==> src/rtl/dec_ram_pkg.sv <==
// Shared constants and helpers for the decision-bit ping-pong frame buffer.
package dec_ram_pkg;

    localparam int MAX_BANKS  = 16;
    localparam int MAX_DATA_W = 64;

    function automatic int bank_idx_w(input int n);
        return $clog2(n);
    endfunction

    // Even parity: the returned bit makes the total number of ones even.
    function automatic logic parity(input logic [MAX_DATA_W-1:0] d);
        return ^d;
    endfunction

endpackage

==> src/rtl/dec_ram_pingpong_if.sv <==
// Decoder-side write bus, output-stage read bus and status of the frame buffer.
// DEC_RAM_PARITY_EN adds rd_parity_err.
interface dec_ram_pingpong_if #(
    parameter int DATA_WIDTH = 1,
    parameter int ADDR_WIDTH = 8,
    parameter int NUM_BANKS  = 2
);
    localparam int BW = dec_ram_pkg::bank_idx_w(NUM_BANKS);
    localparam int CW = $clog2(NUM_BANKS + 1);

    logic                  wr_valid;
    logic [ADDR_WIDTH-1:0] wr_addr;
    logic [DATA_WIDTH-1:0] wr_data;
    logic                  wr_last;
    logic                  wr_ready;
    logic                  rd_en;
    logic [ADDR_WIDTH-1:0] rd_addr;
    logic                  rd_done;
    logic                  rd_frame_valid;
    logic [DATA_WIDTH-1:0] rd_data;
    logic                  rd_data_valid;
    logic [BW-1:0]         wr_bank;
    logic [BW-1:0]         rd_bank;
    logic [CW-1:0]         frame_count;
    logic                  wr_overflow;
`ifdef DEC_RAM_PARITY_EN
    logic                  rd_parity_err;

    modport master (
        output wr_valid, wr_addr, wr_data, wr_last, rd_en, rd_addr, rd_done,
        input  wr_ready, rd_frame_valid, rd_data, rd_data_valid,
               wr_bank, rd_bank, frame_count, wr_overflow, rd_parity_err
    );
    modport slave (
        input  wr_valid, wr_addr, wr_data, wr_last, rd_en, rd_addr, rd_done,
        output wr_ready, rd_frame_valid, rd_data, rd_data_valid,
               wr_bank, rd_bank, frame_count, wr_overflow, rd_parity_err
    );
`else
    modport master (
        output wr_valid, wr_addr, wr_data, wr_last, rd_en, rd_addr, rd_done,
        input  wr_ready, rd_frame_valid, rd_data, rd_data_valid,
               wr_bank, rd_bank, frame_count, wr_overflow
    );
    modport slave (
        input  wr_valid, wr_addr, wr_data, wr_last, rd_en, rd_addr, rd_done,
        output wr_ready, rd_frame_valid, rd_data, rd_data_valid,
               wr_bank, rd_bank, frame_count, wr_overflow
    );
`endif

endinterface

==> src/rtl/dec_ram_bank.sv <==
// Single-port synchronous-read RAM for one frame bank; the read register
// resets to zero so the buffer's rd_data has a defined reset value.
module dec_ram_bank #(
    parameter int WIDTH      = 1,
    parameter int ADDR_WIDTH = 8,
    parameter int DEPTH      = 1 << ADDR_WIDTH
) (
    input  logic                  clk,
    input  logic                  rst_n,
    input  logic                  cs,
    input  logic                  we,
    input  logic [ADDR_WIDTH-1:0] addr,
    input  logic [WIDTH-1:0]      wdata,
    output logic [WIDTH-1:0]      rdata
);

    logic [WIDTH-1:0] mem [DEPTH];

    always_ff @(posedge clk) begin
        if (cs && we)
            mem[addr] <= wdata;
    end

    always_ff @(posedge clk or negedge rst_n) begin
        if (!rst_n)
            rdata <= '0;
        else if (cs && !we)
            rdata <= mem[addr];
    end

endmodule

==> src/rtl/dec_ram_pingpong.sv <==
// N-bank decision frame buffer between LDPC decoder and output stage.
// Optional macro DEC_RAM_PARITY_EN: per-word even parity and rd_parity_err.
module dec_ram_pingpong
    import dec_ram_pkg::*;
#(
    parameter int DATA_WIDTH = 1,
    parameter int ADDR_WIDTH = 8,
    parameter int RAM_DEPTH  = 1 << ADDR_WIDTH,
    parameter int NUM_BANKS  = 2
) (
    input  logic             clk,
    input  logic             rst_n,
    dec_ram_pingpong_if.slave bus
);

    localparam int BW = bank_idx_w(NUM_BANKS);
    localparam int CW = $clog2(NUM_BANKS + 1);
`ifdef DEC_RAM_PARITY_EN
    localparam int SW = DATA_WIDTH + 1;
`else
    localparam int SW = DATA_WIDTH;
`endif
    localparam logic [CW-1:0] FULL      = CW'(NUM_BANKS);
    localparam logic [BW-1:0] LAST_BANK = BW'(NUM_BANKS - 1);

    if (NUM_BANKS < 2 || NUM_BANKS > MAX_BANKS) begin : g_bad_banks
        $error("dec_ram_pingpong: NUM_BANKS out of range 2..%0d", MAX_BANKS);
    end

    logic [BW-1:0] wr_ptr, rd_ptr, rd_sel;
    logic [CW-1:0] count;
    logic          ovf, rvld;
    logic          wr_ready, rd_frame_valid;
    logic          wr_acc, commit, rd_acc, release_bank;
    logic [SW-1:0] wdata_s;
    logic [SW-1:0] rd_word;
    logic [NUM_BANKS-1:0][SW-1:0] bank_q;

    assign wr_ready       = count < FULL;
    assign rd_frame_valid = count != '0;
    assign wr_acc         = bus.wr_valid && wr_ready;
    assign commit         = wr_acc && bus.wr_last;
    assign rd_acc         = bus.rd_en && rd_frame_valid;
    assign release_bank   = bus.rd_done && rd_frame_valid;

    always_ff @(posedge clk or negedge rst_n) begin
        if (!rst_n) begin
            wr_ptr <= '0;
            rd_ptr <= '0;
            rd_sel <= '0;
            count  <= '0;
            ovf    <= 1'b0;
            rvld   <= 1'b0;
        end else begin
            if (commit)
                wr_ptr <= (wr_ptr == LAST_BANK) ? '0 : wr_ptr + 1'b1;
            if (release_bank)
                rd_ptr <= (rd_ptr == LAST_BANK) ? '0 : rd_ptr + 1'b1;
            // Commit and release together leave the count unchanged.
            case ({commit, release_bank})
                2'b10:   count <= count + 1'b1;
                2'b01:   count <= count - 1'b1;
                default: count <= count;
            endcase
            if (bus.wr_valid && !wr_ready)
                ovf <= 1'b1;
            rvld <= rd_acc;
            if (rd_acc)
                rd_sel <= rd_ptr;
        end
    end

`ifdef DEC_RAM_PARITY_EN
    assign wdata_s = {parity(MAX_DATA_W'(bus.wr_data)), bus.wr_data};
`else
    assign wdata_s = bus.wr_data;
`endif

    // wr_ptr == rd_ptr only when full or empty, so a bank never sees a read
    // and a write in the same cycle and one shared address port suffices.
    for (genvar b = 0; b < NUM_BANKS; b++) begin : g_bank
        logic                  we, cs;
        logic [ADDR_WIDTH-1:0] addr;

        assign we   = wr_acc && (wr_ptr == BW'(b));
        assign cs   = we || (rd_acc && (rd_ptr == BW'(b)));
        assign addr = we ? bus.wr_addr : bus.rd_addr;

        dec_ram_bank #(
            .WIDTH      (SW),
            .ADDR_WIDTH (ADDR_WIDTH),
            .DEPTH      (RAM_DEPTH)
        ) u_bank (
            .clk   (clk),
            .rst_n (rst_n),
            .cs    (cs),
            .we    (we),
            .addr  (addr),
            .wdata (wdata_s),
            .rdata (bank_q[b])
        );
    end

    assign rd_word            = bank_q[rd_sel];
    assign bus.rd_data        = rd_word[DATA_WIDTH-1:0];
    assign bus.rd_data_valid  = rvld;
    assign bus.wr_ready       = wr_ready;
    assign bus.rd_frame_valid = rd_frame_valid;
    assign bus.wr_bank        = wr_ptr;
    assign bus.rd_bank        = rd_ptr;
    assign bus.frame_count    = count;
    assign bus.wr_overflow    = ovf;

`ifdef DEC_RAM_PARITY_EN
    assign bus.rd_parity_err = rvld &&
        (parity(MAX_DATA_W'(rd_word[DATA_WIDTH-1:0])) != rd_word[DATA_WIDTH]);
`endif

    a_wr_addr: assert property (@(posedge clk) disable iff (!rst_n)
        bus.wr_valid |-> (32'(bus.wr_addr) < RAM_DEPTH));
    a_rd_addr: assert property (@(posedge clk) disable iff (!rst_n)
        bus.rd_en |-> (32'(bus.rd_addr) < RAM_DEPTH));

endmodule

==> src/flat_wrapper.sv <==
// flat-port wrapper written by rule: the top's interface ports become plain ports
module dec_ram_pingpong_flat import dec_ram_pkg::*;
#(
    parameter int DATA_WIDTH = 1,
    parameter int ADDR_WIDTH = 8,
    parameter int RAM_DEPTH  = 1 << ADDR_WIDTH,
    parameter int NUM_BANKS  = 2
)
  (clk, rst_n, bus_wr_valid, bus_wr_addr, bus_wr_data, bus_wr_last, bus_rd_en, bus_rd_addr, bus_rd_done, bus_wr_ready, bus_rd_frame_valid, bus_rd_data, bus_rd_data_valid, bus_wr_bank, bus_rd_bank, bus_frame_count, bus_wr_overflow);
  dec_ram_pingpong_if #(.DATA_WIDTH(DATA_WIDTH), .ADDR_WIDTH(ADDR_WIDTH), .NUM_BANKS(NUM_BANKS)) bus_i ();
  input  logic clk;
  input  logic rst_n;
  input wire logic [$bits(bus_i.wr_valid)-1:0] bus_wr_valid;
  input wire logic [$bits(bus_i.wr_addr)-1:0] bus_wr_addr;
  input wire logic [$bits(bus_i.wr_data)-1:0] bus_wr_data;
  input wire logic [$bits(bus_i.wr_last)-1:0] bus_wr_last;
  input wire logic [$bits(bus_i.rd_en)-1:0] bus_rd_en;
  input wire logic [$bits(bus_i.rd_addr)-1:0] bus_rd_addr;
  input wire logic [$bits(bus_i.rd_done)-1:0] bus_rd_done;
  output wire logic [$bits(bus_i.wr_ready)-1:0] bus_wr_ready;
  output wire logic [$bits(bus_i.rd_frame_valid)-1:0] bus_rd_frame_valid;
  output wire logic [$bits(bus_i.rd_data)-1:0] bus_rd_data;
  output wire logic [$bits(bus_i.rd_data_valid)-1:0] bus_rd_data_valid;
  output wire logic [$bits(bus_i.wr_bank)-1:0] bus_wr_bank;
  output wire logic [$bits(bus_i.rd_bank)-1:0] bus_rd_bank;
  output wire logic [$bits(bus_i.frame_count)-1:0] bus_frame_count;
  output wire logic [$bits(bus_i.wr_overflow)-1:0] bus_wr_overflow;
  assign bus_i.wr_valid = bus_wr_valid;
  assign bus_i.wr_addr = bus_wr_addr;
  assign bus_i.wr_data = bus_wr_data;
  assign bus_i.wr_last = bus_wr_last;
  assign bus_i.rd_en = bus_rd_en;
  assign bus_i.rd_addr = bus_rd_addr;
  assign bus_i.rd_done = bus_rd_done;
  assign bus_wr_ready = bus_i.wr_ready;
  assign bus_rd_frame_valid = bus_i.rd_frame_valid;
  assign bus_rd_data = bus_i.rd_data;
  assign bus_rd_data_valid = bus_i.rd_data_valid;
  assign bus_wr_bank = bus_i.wr_bank;
  assign bus_rd_bank = bus_i.rd_bank;
  assign bus_frame_count = bus_i.frame_count;
  assign bus_wr_overflow = bus_i.wr_overflow;
  dec_ram_pingpong #(.DATA_WIDTH(DATA_WIDTH), .ADDR_WIDTH(ADDR_WIDTH), .RAM_DEPTH(RAM_DEPTH), .NUM_BANKS(NUM_BANKS)) u_core (.clk(clk), .rst_n(rst_n), .bus(bus_i));
endmodule
==> config.mk <==
export PLATFORM = sky130hd
export DESIGN_NAME = dec_ram_pingpong_flat
export DESIGN_NICKNAME = d
export VERILOG_FILES = /design/src/rtl/dec_ram_pkg.sv /design/src/rtl/dec_ram_pingpong_if.sv /design/src/rtl/dec_ram_bank.sv /design/src/rtl/dec_ram_pingpong.sv /design/src/flat_wrapper.sv
export SDC_FILE = /design/constraint.sdc
export NUM_CORES = 1
export LEC_CHECK = 0
export CAP_MARGIN = 10
export CORE_UTILIZATION = 35
export CTS_CLUSTER_SIZE = 25
export DETAILED_ROUTE_END_ITERATION = 7
export DONT_BUFFER_PORTS = 1
export HOLD_SLACK_MARGIN = 0.1
export PLACE_DENSITY = 0.55
export SYNTH_ARGS = -nofsm -noshare
export SYNTH_HDL_FRONTEND = slang
export SYNTH_SLANG_ARGS = --single-unit
export TNS_END_PERCENT = 50
==> constraint.sdc <==
create_clock -name clk -period 3.21 [get_ports clk]
set_input_delay 0.321 -clock clk [delete_from_list [all_inputs] [get_ports clk]]
set_output_delay 0.321 -clock clk [all_outputs]
set_load 0.005 [all_outputs]
==> flow_metrics.tcl, run 1 <==
set metrics [dict create \
    vias_per_cell 5.43 \
    top_usage_layer "met2" \
    synthDominantCellAreaShare_pct 65.2 \
    r2r.worst_path.cells 9 \
    start_util_pct 35.6 \
    die_w_um 262 \
    syn_inst 1878 \
    routabilityCongestion 0.893 \
    io_pins 32 \
    rows 94 \
    grt_util_all_layers_pct 19.5 \
    p_switching_w 0.00483 \
    vias 15506 \
    num_antenna_cells 0 \
    outcome "finished with violations" \
    fill_cells 6226 \
    cts_sinks 521 \
    p_leak_nw 8.55 \
    path_depth 9 \
    path_cells "nand3b_2, buf_4, mux2_2, nand2_1, o22ai_1, nor4_1, nor3_1, o21ai_0, a41oi_1" \
    wl_per_cell_um 23.3 \
    cts_buffer_depth 3 \
    slew_headroom_pct 17.6 \
    synth-seq-cells 521 \
    async_flop_share_pct 1.73 \
    cts_tree "done" \
    drv_cap 0 \
    setup_violations 0 \
    layout_min_cycle_time_ns 3.06 \
    grtUsageMet2_pct 31.9 \
    die_h_um 262 \
    setup_ws_ns 0.146 \
    gr-usage-met3_pct 4.74 \
    use_met1_pct 25.8 \
    crit_required_ns 3.67 \
    insertion_delay_ns 0.61 \
    drt_pre_antenna_iters 5 \
    grt-ovfl-total 0 \
    synth_area_um2 23600 \
    regArea_um2 15600 \
    p_clk_share_pct 36.8 \
    crit_arrival_ns 3.53 \
    clk_pin_slew_worst_paths_ns 0.07 \
    wl_um 66500 \
    fin_crit_sh_pct 95.4 \
    area_growth_pct 14.8 \
    internal_power_w 0.0126 \
    critPathCaptureType "flip-flop" \
    dp_hpwl_um 41500 \
    power_frac_seq_pct 43.9 \
    synth-main-ff-cell "edfxtp_1" \
    pre_cts_ws_ns -0.0297 \
    drc 0 \
    drive_gt1_share_pct 14.7 \
    hold_viol_final 2 \
    synth_fp_nets 1902 \
    antenna_found_initial 0 \
    ys_top_cells_by_area "edfxtp_1 (65%), nor2_1 (8.6%), mux2i_1 (4.7%)" \
    crit_family "simple AND/OR/NAND/NOR gates" \
    slowest_delay_ns 0.58 \
    synth_edf_count 512 \
    rsz0062_at_grt "no" \
    slew_viol_final 0 \
    ctsHtreeMaxLevel 2 \
    die_area_um2 68400 \
    cts_buffers 54 \
    vdd_ir_drop_max_v 0.000477 \
    whs_ns -0.0178 \
    holdPathStages 0 \
    yosysMostFrequentCell "nor2_1" \
    worstSetupPathType "reg2reg" \
    yosysWarnings 0 \
    grt_pass1_wl_um 99000 \
    drtIter0Drc 1734 \
    power_density_nw_per_um2 643 \
    combPwrFrac_pct 19.3 \
    multiInputGateArea_um2 7220 \
    grt_pass1_vias 15487 \
    io_buffer_count 0 \
    syn_avg_cell_area_um2 12.6 \
    swShare_pct 27.8 \
    hold_path_class "in2reg" \
    max_freq_mhz 326 \
    critPathSlowestCell "mux2_2" \
    violations "hold timing" \
    root_buffer "clkbuf_16" \
    grt_max_degree 513 \
    start_kind "flip-flop" \
    cp_num_buf_inv 1 \
    path_max_fanout 25 \
    worstMarginPinSlew_ns 1.24 \
    ant_nets 0 \
    synth_top_area_cell "edfxtp_1" \
    ys_seq_area_share_pct 66.2 \
    nets 1968 \
    coreArea_um2 66200 \
    yosysUniqueCellTypes 69 \
    finalClockSkew_ns 0.0184 \
    synthTopCellsByCount "nor2_1 (538), edfxtp_1 (512), nand2_1 (189)" \
]
## final timing paths
path                                      startpoint                         endpoint  slack, ns
setup / recovery           u_core.bus.frame_count[1]    u_core.g_bank[1].u_bank.rdata       0.15
hold / removal                           bus_wr_data  u_core.g_bank[1].u_bank.mem[68]      -0.02
setup reg to reg           u_core.bus.frame_count[1]    u_core.g_bank[1].u_bank.rdata       0.15
hold reg to reg                        u_core.rd_sel                    u_core.rd_sel       0.51
max in group asynchronous                      rst_n    u_core.g_bank[0].u_bank.rdata       2.56
min in group asynchronous                      rst_n         u_core.bus.rd_data_valid       0.20
## cell type report
| type | count | area share (%) |
|---|---|---|
| tap | 864 | 3.99 |
| clock inverter | 25 | 1.16 |
| sequential | 521 | 57.6 |
| multi-input combinational | 1207 | 26.7 |
| timing repair buffer | 149 | 4.96 |
| clock buffer | 76 | 5.45 |
| inverter | 11 | 0.153 |
## timing repair
item | 4_1_cts | 5_1_grt
endpoints found under the hold margin | 529 | 209
pin swaps | 0 | 3
hold buffers | 7 | 1
setup endpoints to repair | 2 | 52
setup buffers | 0 | 3
resized for setup | 2 | 4
## worst register-to-register path: stages (launching register included)
cell	delay (ns)
dfrtp_1	0.50
nand3b_2	0.21
buf_4	0.31
mux2_2	0.58
nand2_1	0.29
o22ai_1	0.10
nor4_1	0.29
nor3_1	0.09
o21ai_0	0.36
a41oi_1	0.18
## logic make-up after synthesis
family | synth area share, %
buf+inv | 3.56
compound gates | 5.67
mux | 9.79
fa+ha+maj | 0.0531
xor+xnor | 0.186
simple gates | 14.6
flops | 66.2
## metrics by stage
stage / power, W / instance area [um^2] / cells / setup TNS, ns / utilization [%]
after global placement: 0.0110 / 25100 / 2741 / 0 / 37.9
after global routing: 0.0180 / 27100 / 2853 / 0 / 40.9
final: 0.0174 / 27100 / 2853 / 0 / 40.9
after detailed placement: 0.0110 / 25100 / 2741 / -0.0324 / 37.9
after CTS: 0.0174 / 27000 / 2849 / 0 / 40.8
after floorplan: 0.00992 / 23600 / 1878 / 0 / -
## flip-flops by register name, summed over array words and instances, names as in the netlist
register and flops:
u_core.g_bank.u_bank.mem 512, u_core.bus.frame_count 2, u_core.bus.wr_bank 1, u_core.g_bank.u_bank.rdata 2
u_core.rd_sel 1, u_core.bus.wr_overflow 1, u_core.bus.rd_data_valid 1, u_core.bus.rd_bank 1
## per-layer routing
layer / share of wire [%] / routed length (um)
met5: 0 / 0
met4: 2.3 / 1560
met3: 8.6 / 5710
met2: 47 / 31500
met1: 42 / 27700
## power groups by stage
stage          clock network, W  logic [W]  registers [W]
2_1_floorplan                 0    0.00220        0.00771
3_3_place_gp                  0    0.00324        0.00777
3_5_place_dp                  0    0.00325        0.00778
4_1_cts                 0.00650    0.00329        0.00764
5_1_grt                 0.00675    0.00356        0.00764
6_report                0.00640    0.00336        0.00764
## cell usage in the layout (no fill, tap or decap), drive strengths merged, types with 7 or more instances in the layout
cell / synthesis / final
dlygate4sd3: 0 / 7
nor4: 13 / 13
mux2i: 111 / 111
nor2b: 10 / 10
a21oi: 40 / 40
dfrtp: 9 / 9
a22oi: 7 / 7
nand4: 19 / 19
a211oi: 24 / 24
o211ai: 7 / 7
a221oi: 12 / 12
o21ai: 21 / 21
clkinv: 0 / 15
o22ai: 23 / 23
mux2: 9 / 9
edfxtp: 512 / 512
a311oi: 10 / 10
buf: 51 / 142
nand3: 47 / 47
bufinv: 0 / 7
mux4: 48 / 48
a22o: 8 / 8
nand2: 189 / 189
inv: 11 / 13
clkbuf: 88 / 76
o221ai: 7 / 7
nor3: 9 / 9
nor2: 538 / 538
(Power assumes the default switching activity.)
==> run 2, diff against run 1 <==
--- a/constraint.sdc
+++ b/constraint.sdc
@@ -3,2 +3,2 @@
 set_output_delay 0.321 -clock clk [all_outputs]
-set_load 0.005 [all_outputs]
+set_load 0.1 [all_outputs]
==> run 2 against run 1 <==
Against the previous run:
- non-clock buffer count increased by 17
- fmax fell by 2.4%
- largest power group unchanged
- sequential cell count unchanged
- critical endpoint is now u_core.g_bank[0].u_bank.rdata
- cell area shrank 0.29%
- largest cell class unchanged
- final cell count is 0.42% higher
- die area is the same
- setup slack worse by 0.076 ns
- sequential power about the same
- clock power down 8.0%
- register-to-register slack lost 0.08 ns
- hold slack improved by 0.067 ns
- the run now ends clean
- clock-buffer cell count is 8 lower
==> flow_metrics.tcl, run 2 (synthesis gave the netlist of run 1 again) <==
set metrics [dict create \
    outcome "finished clean" \
    die_w_um 262 \
    grt_max_degree 513 \
    drtIter0Drc 1718 \
    wl_um 66300 \
    power_density_nw_per_um2 641 \
    dp_hpwl_um 41800 \
    drc 0 \
    ctsHtreeMaxLevel 2 \
    insertion_delay_ns 0.62 \
    rsz0062_at_grt "yes" \
    wl_per_cell_um 23.1 \
    num_antenna_cells 0 \
    antenna_found_initial 2 \
    start_util_pct 35.6 \
    grt_pass1_wl_um 98500 \
    nets 1985 \
    grt-ovfl-total 0 \
    crit_arrival_ns 3.66 \
    cts_buffers 54 \
    hold_path_class "in2reg" \
    setup_violations 0 \
    coreArea_um2 66200 \
    cts_buffer_depth 3 \
    vdd_ir_drop_max_v 0.000489 \
    slew_headroom_pct 22.2 \
    path_cells "buf_4, nor3b_4, buf_12, mux2i_4, buf_4, a21oi_1, a221o_1, nand4_1, and4b_1, nand4_1, a41oi_1" \
    start_kind "flip-flop" \
    root_buffer "clkbuf_16" \
    drive_gt1_share_pct 15.1 \
    r2r_slack_ns 0.07 \
    dp.cells 2759 \
    routabilityCongestion 0.881 \
    grt_pass1_vias 15555 \
    vias 15614 \
    crit_required_ns 3.73 \
    post-cts-setup-buffers 0 \
    p_leak_nw 8.52 \
    clk_pin_slew_worst_paths_ns 0.06 \
    largest_reg_flops 512 \
    area_growth_pct 14.5 \
    io_buffer_count 0 \
    max_freq_mhz 318 \
    slew_viol_final 0 \
    worstMarginPinSlew_ns 1.17 \
    slowest_delay_ns 0.45 \
    worstSetupPathType "reg2reg" \
    drv_cap 0 \
    layout_common_cells "nor2_1 (537), edfxtp_1 (512), nand2_1 (188)" \
    layout_min_cycle_time_ns 3.14 \
    die_h_um 262 \
    ant_nets 0 \
    critPathSlowestCell "mux2i_4" \
    cts_tree "done" \
    critPathCaptureType "flip-flop" \
    finalClockSkew_ns 0.0282 \
    cts_sinks 521 \
    fin_cells 2865 \
    path_max_fanout 18 \
    die_area_um2 68400 \
    hold_viol_final 0 \
    final_common_cell "nor2_1" \
    io_pins 32 \
    vias_per_cell 5.45 \
    grt_util_all_layers_pct 19.5 \
    fin_crit_sh_pct 97.8 \
    fin_tns_setup_ns 0 \
    drt_pre_antenna_iters 6 \
    largest-register "u_core.g_bank.u_bank.mem" \
    rows 94 \
]
[run 2: changes by cell type in the layout (fill, tap and decap cells not counted), sizes merged]
| cell | change |
|---|---|
| buf | +15 |
| clkbuf | -8 |
| clkinv | +8 |
| bufinv | -5 |
| dlygate4sd3 | +2 |
| clkinvlp | +1 |
| inv | -1 |
[run 2: final timing paths]
kind | start | to | cells after the start
max | u_core.bus.wr_bank | u_core.g_bank[0].u_bank.rdata | 11
min | bus_wr_data | u_core.g_bank[1].u_bank.mem[79] | 0
max reg2reg | u_core.bus.wr_bank | u_core.g_bank[0].u_bank.rdata | 11
min reg2reg | u_core.rd_sel | u_core.rd_sel | 2
max in group asynchronous | rst_n | u_core.bus.frame_count[1] | 1
min in group asynchronous | rst_n | u_core.bus.frame_count[0] | 1
[run 2: worst max-delay path: cells and delay by family (launching register included)]
kind | cells | cell delay [ns]
multiplexers | 1 | 0.45
AND/OR/NAND/NOR | 4 | 0.72
flip-flops | 1 | 0.44
AO/OA/AOI/OAI | 3 | 0.70
buffers and inverters | 3 | 0.71
[run 2: report_power, final]
group | total (W) | switching [W] | internal (W)
Combinational | 0.00375 | 0.00241 | 0.00134
Sequential | 0.00765 | 0.000113 | 0.00753
Clock | 0.00589 | 0.00261 | 0.00328
Total | 0.0173 | 0.00514 | 0.0122
[run 2: cell type report]
type                       count  area, um^2
inverter                      11        41.3
tap                          864        1080
fill                        6295       39200
multi-input combinational   1207        7200
sequential                   521       15600
clock inverter                28         188
clock buffer                  68        1430
timing repair buffer         166        1450
[run 2: per-stage QoR]
stage / util (%) / setup slack (ns) / power, W / hold WS, ns / area, um^2
floorplan: - / 0.00488 / 0.0103 / 0.0254 / 23600
global placement: 38.1 / 0.153 / 0.0115 / 0.0260 / 25200
detailed placement: 38.1 / 0.0877 / 0.0115 / 0.0259 / 25200
CTS: 40.7 / 0.0692 / 0.0174 / -0.0803 / 27000
global route: 40.8 / -0.0297 / 0.0178 / -0.00902 / 27000
finish: 40.8 / 0.0700 / 0.0173 / 0.0490 / 27000
[run 2: repair_timing]
| action | 4_1_cts | 5_1_grt |
|---|---|---|
| setup endpoints to repair | 0 | 3 |
| gates resized for setup | 0 | 6 |
| hold endpoints to repair | 530 | 167 |
| hold buffers | 9 | 1 |
[run 2: metal layers]
metal | part of all wire [%] | track usage (%) | vias up
met1 | 41 | 25.2 | 7951
li1 | - | - | 7018
met3 | 8.0 | 4.59 | 127
met4 | 2.8 | 6.54 | 2
met2 | 48 | 32.2 | 516
met5 | 0.021 | 0 | -
==> run 3, diff against run 2 <==
--- a/config.mk
+++ b/config.mk
@@ -8,2 +8,3 @@
 export CAP_MARGIN = 10
+export CORE_ASPECT_RATIO = 0.8
 export CORE_UTILIZATION = 35
==> constraint.sdc (replaced) <==
create_clock -name clk -period 3.21 [get_ports clk]
set_input_delay 0.1605 -clock clk [delete_from_list [all_inputs] [get_ports clk]]
set_output_delay 0.1605 -clock clk [all_outputs]
set_load 0.1 [all_outputs]
==> run 3 against run 2 <==
Against the previous run:
- the run now ends with hold timing left
- combinational power increased by 2%
- largest power group unchanged
- setup slack improved by 0.020 ns
- wire length increased by 0.67%
- sequential cell count unchanged
- fmax increased by 0.64%
- die area about the same
- non-clock buffer count increased by 12
- clock power increased by 3.6%
- global-route usage decreased by 0.12 points
- sequential power about the same
==> flow_metrics.tcl, run 3 (synthesis gave the netlist of run 1 again) <==
set metrics [dict create \
    outcome "finished with violations" \
    violations "hold timing" \
    drive_gt1_share_pct 15.6 \
    path_max_fanout 22 \
    grt_max_degree 513 \
    worstMarginPinSlew_ns 1.32 \
    grt_pass1_vias 15214 \
    whs_ns -0.156 \
    ant_nets 0 \
    fin_area_um2 27200 \
    area_growth_pct 15.4 \
    routabilityCongestion 0.910 \
    grt-ovfl-total 0 \
    io_pins 32 \
    grt_util_all_layers_pct 19.4 \
    max_freq_mhz 321 \
    clk_pin_slew_worst_paths_ns 0.06 \
    placed_area_um2 25300 \
    slew_headroom_pct 11.9 \
    ctsHtreeMaxLevel 2 \
    die_w_um 292 \
    fin_tns_setup_ns 0 \
    die_area_um2 68400 \
    start_kind "flip-flop" \
    grt_pass1_wl_um 98100 \
    coreArea_um2 66200 \
    rsz0062_at_grt "yes" \
    rows 84 \
    wl_um 66700 \
    vias 15977 \
    vdd_ir_drop_max_v 0.000775 \
    num_antenna_cells 0 \
    insertion_delay_ns 0.63 \
    cts_sinks 521 \
    slew_viol_final 0 \
    nets 1999 \
    cts_buffer_depth 3 \
    worstSetupPathType "reg2reg" \
    dp_hpwl_um 40500 \
    layout_min_cycle_time_ns 3.12 \
    die_h_um 234 \
    vias_per_cell 5.55 \
    largest-register "u_core.g_bank.u_bank.mem" \
    finalClockSkew_ns 0.0268 \
    start_util_pct 35.6 \
    hold_path_class "in2reg" \
    antenna_found_initial 0 \
    root_buffer "clkbuf_16" \
    largest_reg_flops 512 \
    drv_cap 0 \
    post-cts-setup-buffers 0 \
    drtIter0Drc 1810 \
    critPathCaptureType "flip-flop" \
    cts_buffers 56 \
    cts_tree "done" \
    fin_crit_sh_pct 97.2 \
    p_leak_nw 8.66 \
    drc 0 \
    fill_cells 6181 \
    drt_pre_antenna_iters 5 \
    power_density_nw_per_um2 645 \
    hold_viol_final 80 \
    io_buffer_count 0 \
    final_common_cell "nor2_1" \
    crit_arrival_ns 3.57 \
    cts-hold-fix-buffers 17 \
    wl_per_cell_um 23.2 \
    setup_violations 0 \
    crit_required_ns 3.66 \
    layout_common_cells "nor2_1 (538), edfxtp_1 (512), nand2_1 (188)" \
]
## run 3: cell count changes in the layout (fill, tap and decap cells not counted), sizes merged, moves of 2 or more
cell / delta
clkbuf: +2
dlygate4sd3: +8
clkinv: +8
clkinvlp: -2
buf: +4
## run 3: critical path, cell delays in order, from the launching register on
cell     delay (ns)
dfrtp_2        0.46
and3b_2        0.32
mux2_4         0.48
buf_12         0.22
mux4_2         0.31
a22o_1         0.24
nor4_1         0.29
buf_4          0.19
nor3_1         0.05
nor4_1         0.21
a41oi_1        0.18
## run 3: where the power goes
group | internal, W | switching (W)
clock network | 0.00343 | 0.00267
registers | 0.00754 | 0.000103
logic | 0.00139 | 0.00242
## run 3: what timing repair did
item                       4_1_cts  5_1_grt
gates resized for setup          0        6
setup endpoints to repair        0        3
hold endpoints to repair       617      512
## run 3: metal layers
metal | vias to the layer above | share of wire [%] | track usage [%]
li1 | 7056 | - | -
met5 | - | 0 | 0
met3 | 103 | 9.1 | 4.94
met2 | 652 | 43 | 28.9
met4 | 0 | 2.1 | 4.74
met1 | 8166 | 45 | 28.1
## run 3: stage by stage
step	setup slack [ns]	hold WS [ns]	total power (W)	utilization [%]	cells
final	0.0901	-0.156	0.0176	41.1	2881
after global placement	0.122	-0.135	0.0115	38.2	2760
after CTS	0.0452	-0.245	0.0176	41.1	2881
after floorplan	0.00488	-0.135	0.0103	-	1878
after global routing	-0.0611	-0.224	0.0181	41.1	2881
after detailed placement	0.0702	-0.135	0.0115	38.2	2760
## run 3: final cells by class
cell class,count,area [um^2],area share (%)
Multi-Input combinational cell,1207,7210,26.5
Timing Repair Buffer,178,1570,5.76
Inverter,11,41.3,0.152
Tap cell,860,1080,3.95
Clock inverter,34,186,0.685
Clock buffer,70,1530,5.61
Sequential cell,521,15600,57.3
## run 3: final timing paths
check | from | to | slack, ns | depth (start not counted)
worst max-delay path | u_core.bus.frame_count[1] | u_core.g_bank[1].u_bank.rdata | 0.09 | 10
worst min-delay path | bus_wr_data | u_core.g_bank[0].u_bank.mem[199] | -0.16 | 0
worst max register to register | u_core.bus.frame_count[1] | u_core.g_bank[1].u_bank.rdata | 0.09 | 10
worst min register to register | u_core.rd_sel | u_core.rd_sel | 0.49 | 2
max in group asynchronous | rst_n | u_core.bus.wr_bank | 2.13 | 2
min in group asynchronous | rst_n | u_core.g_bank[0].u_bank.rdata | 0.60 | 2
